$ cat config.mk
export PLATFORM = sky130hd
export DESIGN_NAME = anton_neopixel_sequencer
export DESIGN_NICKNAME = d
export VERILOG_FILES = /design/src/rtl/anton_neopixel_sequencer.sv
export SDC_FILE = /design/constraint.sdc
export NUM_CORES = 1
export LEC_CHECK = 0
export CORE_MARGIN = 2
export CORE_UTILIZATION = 52
export CTS_CLUSTER_DIAMETER = 100
export DETAILED_ROUTE_END_ITERATION = 6
export GPL_ROUTABILITY_DRIVEN = 0
export PLACE_DENSITY_LB_ADDON = 0.12
export SKIP_CTS_REPAIR_TIMING = 1
export SLEW_MARGIN = 25
export SYNTH_ARGS = -nofsm -noshare
export SYNTH_HDL_FRONTEND = slang
export SYNTH_SLANG_ARGS = --single-unit
export TNS_END_PERCENT = 50
$ cat constraint.sdc
create_clock -name clk6mhz -period 2 [get_ports clk6mhz]
set_clock_uncertainty 0.1 [all_clocks]
set_input_delay 0.3 -clock clk6mhz [delete_from_list [all_inputs] [get_ports clk6mhz]]
set_output_delay 0.3 -clock clk6mhz [all_outputs]
set_load 0.005 [all_outputs]
$ cat src/rtl/anton_neopixel_sequencer.sv
// Bit/pixel/frame sequencer for the NeoPixel stream encoder: walks the buffer in
// 8-tick bit slots and inserts the forced-low latch gap between frames.
module anton_neopixel_sequencer #(
    parameter  int BUFFER_END  = 10,
    parameter  int RESET_DELAY = 320,
    localparam int BUFFER_BITS = $clog2(BUFFER_END + 1),
    localparam int DELAY_BITS  = $clog2(RESET_DELAY + 1)
) (
    input  logic                   clk6mhz,
    input  logic                   resetN,
    input  logic                   regCtrlRun,
    input  logic                   regCtrlLoop,
    input  logic                   regCtrl32bit,
    input  logic [BUFFER_BITS-1:0] regMax,
    output logic                   state,
    output logic [BUFFER_BITS-1:0] pixelIndex,
    output logic [4:0]             pixelBitIndex,
    output logic [2:0]             bitPatternIndex,
    output logic                   streamSyncOf,
    output logic                   regCtrlRunClr
);

    typedef enum logic {
        ENUM_STATE_RESET    = 1'b0,
        ENUM_STATE_TRANSMIT = 1'b1
    } state_e;

    localparam logic [BUFFER_BITS-1:0] BUF_END_L = BUFFER_BITS'(BUFFER_END);
    localparam logic [DELAY_BITS-1:0]  GAP_LAST  = DELAY_BITS'(RESET_DELAY - 1);

    state_e                 state_q;
    logic [BUFFER_BITS-1:0] pixel_q;
    logic [4:0]             bit_q;
    logic [2:0]             pattern_q;
    logic [DELAY_BITS-1:0]  gap_q;
    logic                   sync_q;
    logic                   run_clr_q;

    logic [BUFFER_BITS-1:0] eff_max;
    logic [BUFFER_BITS-1:0] pixel_d;
    logic                   pixel_last;
    logic                   frame_end;

    // A ">=" compare (rather than equality) keeps pixelIndex bounded even if
    // regMax is lowered underneath a running frame.
    always_comb begin
        eff_max    = (regMax > BUF_END_L) ? BUF_END_L : regMax;
        pixel_last = regCtrl32bit ? (pixel_q[BUFFER_BITS-1:2] >= eff_max[BUFFER_BITS-1:2])
                                  : (pixel_q >= eff_max);
        frame_end  = (pattern_q == 3'd7) && (bit_q == 5'd23) && pixel_last;
        pixel_d    = regCtrl32bit ? ({pixel_q[BUFFER_BITS-1:2], 2'b00} + BUFFER_BITS'(4))
                                  : (pixel_q + BUFFER_BITS'(1));
    end

    always_ff @(posedge clk6mhz or negedge resetN) begin
        if (!resetN) begin
            state_q   <= ENUM_STATE_RESET;
            pixel_q   <= '0;
            bit_q     <= '0;
            pattern_q <= '0;
            gap_q     <= '0;
            sync_q    <= 1'b0;
            run_clr_q <= 1'b0;
        end else begin
            sync_q    <= 1'b0;
            run_clr_q <= 1'b0;
            if (state_q == ENUM_STATE_RESET) begin
                pixel_q   <= '0;
                bit_q     <= '0;
                pattern_q <= '0;
                if (!regCtrlRun) begin
                    gap_q <= '0;
                end else if (gap_q == GAP_LAST) begin
                    gap_q   <= '0;
                    state_q <= ENUM_STATE_TRANSMIT;
                end else begin
                    gap_q <= gap_q + DELAY_BITS'(1);
                end
            end else if (!regCtrlRun || frame_end) begin
                // Aborting on Run low is silent; only a completed frame reports sync.
                state_q   <= ENUM_STATE_RESET;
                pixel_q   <= '0;
                bit_q     <= '0;
                pattern_q <= '0;
                gap_q     <= '0;
                sync_q    <= regCtrlRun;
                run_clr_q <= regCtrlRun && !regCtrlLoop;
            end else begin
                pattern_q <= pattern_q + 3'd1;
                if (pattern_q == 3'd7) begin
                    if (bit_q == 5'd23) begin
                        bit_q   <= '0;
                        pixel_q <= pixel_d;
                    end else begin
                        bit_q <= bit_q + 5'd1;
                    end
                end
            end
        end
    end

    assign state           = state_q;
    assign pixelIndex      = pixel_q;
    assign pixelBitIndex   = bit_q;
    assign bitPatternIndex = pattern_q;
    assign streamSyncOf    = sync_q;
    assign regCtrlRunClr   = run_clr_q;

endmodule
==> metrics.cfg <==
[floorplan]
die-area_um2 = 3100
coreArea_um2 = 2500
io_pins = 24
fp.dieW_um = 55.6
fp.dieH_um = 55.6
rows = 18
start_util_pct = 55.5

[worst_setup_path]
end_kind = flop
critPathKind = flop to flop
arrival_ns = 2.14
worstPathMaxFanout = 3
crit_path_start_kind = flop
cp.required_ns = 2.11

[grt]
grt-ovfl-total = 0
grt_max_degree = 25
antenna_found_initial = 0
grt_pass1_vias = 1259
grt_pass1_wl_um = 5660
gr-usage-all-layers_pct = 23.2

[yosys]
yosysWarnings = 0
syn-instance-count = 143
ys.flop_type = dfrtp_1
syn_area_per_cell_um2 = 9.69
synth.distinct_cells = 42
syn_nets = 162
ys_seq_area_share_pct = 43.3
synth-seq-cells = 24
synth_top_area_share_pct = 43.3
synth_largest_area_cell = dfrtp_1
synth-edff-count = 0
yosys-top-cells-area = dfrtp_1 (43%), ha_1 (9.0%), a21oi_1 (3.6%)
synthArstFlopShare_pct = 100
synth_area_um2 = 1390

[min_path]
hold_path_class = primary input to async pin

[clock_network]
cts.htree.levels = 1
clock_path_buffers = 2
cts.sinks = 24
path_clk_slew_ns = 0.15
cts_root_buf = clkbuf_4
cts_made_buffers = 3
worstSkewPairLatency_ns = 0.32
tritoncts = done

[sta]
tightestPinTransition_ns = 0.401
finalHoldViolCount = 0
period_needed_ns = 2.03
relSlewSlack_pct = 72.9
rsz0062_at_grt = true
fin_ws_ns = -0.0297
fmax_mhz = 493
period_share_pct = 101
maxSlewViolCount = 0
finalSetupViolations = 13

[routing]
drc_errors = 0
vias = 1248
drt_pre_antenna_iters = 4
vias_per_cell = 5.83
postRouteAntennaNets = 0
wl_per_cell_um = 16.8
wirelength_um = 3600
drtIter0Drc = 59

[status]
status = finished with violations
violations = setup timing

[placement]
pre_cts_ws_ns = -0.579
hpwl_um = 2430
place_area_um2 = 1750
portBuffers = 23

[cells_and_area]
final_layout_size_suffix_gt1_share_pct = 26.1
final_cell_mix = dfrtp_1 (24), clkdlybuf4s50_1 (20), buf_4 (16)
fin_nets = 204
final_common_cell = dfrtp_1
fillers = 172
design_area_um2 = 1930
syn2layout_area_growth_pct = 39.2
antenna_cells = 0

[power_and_ir_drop]
irDropWorstVdd_uv = 410
leakage_nw = 0.866
powerDensity_nw_per_um2 = 488

[job]
cap_violations = 0

## logic make-up (layout without fill, tap and decap cells)
kind of cell,after synthesis,after routing,synth area share (%)
simple gates,56,56,22.2
compound gates,34,34,16.9
flops,24,24,43.3
buf+inv,14,55,5.23
fa+ha+maj,10,10,9.03
xor+xnor,3,3,1.90
mux,2,2,1.44
## critical path: stages, from the launching register on
cell and delay (ns):
dfrtp_1 0.46, ha_4 0.31, o211ai_1 0.10, o21a_1 0.25
buf_6 0.14, o31ai_4 0.35, buf_6 0.16, o22ai_2 0.06
## per-stage QoR
stage	utilization, %	std cells	setup TNS (ns)	hold WS [ns]	power, mW
after global routing	77.2	214	-0.471	0.230	0.973
after detailed placement	70.2	209	-12.24	0.364	0.581
after CTS	72.3	213	-3.86	0.217	0.935
final	77.2	214	-0.204	0.214	0.942
after global placement	70.2	209	-10.76	0.348	0.577
after floorplan	-	143	0	-0.0956	0.532
## path summary, 6_finish.rpt
check                                        start                 end  slack (ns)  cells after the start
worst min register to register  bitPatternIndex[0]  bitPatternIndex[0]        0.37                      1
worst min-delay path                        resetN  bitPatternIndex[0]        0.21                      2
worst max-delay path                 pixelIndex[3]            gap_q[8]       -0.03                      7
max in group asynchronous                   resetN            gap_q[4]        1.35                      2
min in group clk6mhz            bitPatternIndex[0]  bitPatternIndex[0]        0.37                      1
worst max register to register       pixelIndex[3]            gap_q[8]       -0.03                      7
## area by class of cell
class | count | area, um2 | area share, %
Multi-Input combinational cell | 105 | 806 | 41.8
Sequential cell | 24 | 601 | 31.1
Timing Repair Buffer | 43 | 403 | 20.9
Tap cell | 30 | 37.5 | 1.95
Clock inverter | 1 | 30.0 | 1.56
Inverter | 8 | 30.0 | 1.56
Clock buffer | 3 | 22.5 | 1.17
## flip-flops by register name, indices dropped and copies added, names as in the netlist
| name | flops |
|---|---|
| bitPatternIndex | 3 |
| gap_q | 9 |
| pixelBitIndex | 5 |
| pixelIndex | 4 |
| regCtrlRunClr | 1 |
| state | 1 |
| streamSyncOf | 1 |
## synth_stat cells, drive strengths merged (2+ instances only)
cell type	instances
nor3b	2
nand2	12
clkbuf	3
o311ai	2
nand4b	2
nand2b	6
nand4	2
and2	2
dfrtp	24
or3	4
nor3	3
nor2b	2
o21ai	5
inv	8
mux2i	2
nor2	11
buf	3
a21oi	10
and3	2
xor2	3
a32o	2
ha	10
a31o	3
a211oi	2
nand3	6
## routing by layer
layer	wire, um	track usage [%]	up-vias
met5	0	0	-
met1	1550	29.9	594
met3	147	3.95	10
li1	-	-	601
met4	89	10.1	0
met2	1810	38.3	43
## power by group
group | internal [mW] | switching, mW | leakage (nW)
registers | 0.490 | 0.00571 | 0.333
logic | 0.0428 | 0.0421 | 0.505
clock network | 0.203 | 0.158 | 0.0279
total | 0.736 | 0.206 | 0.866
Note: power is estimated with default switching activity, not from simulation.
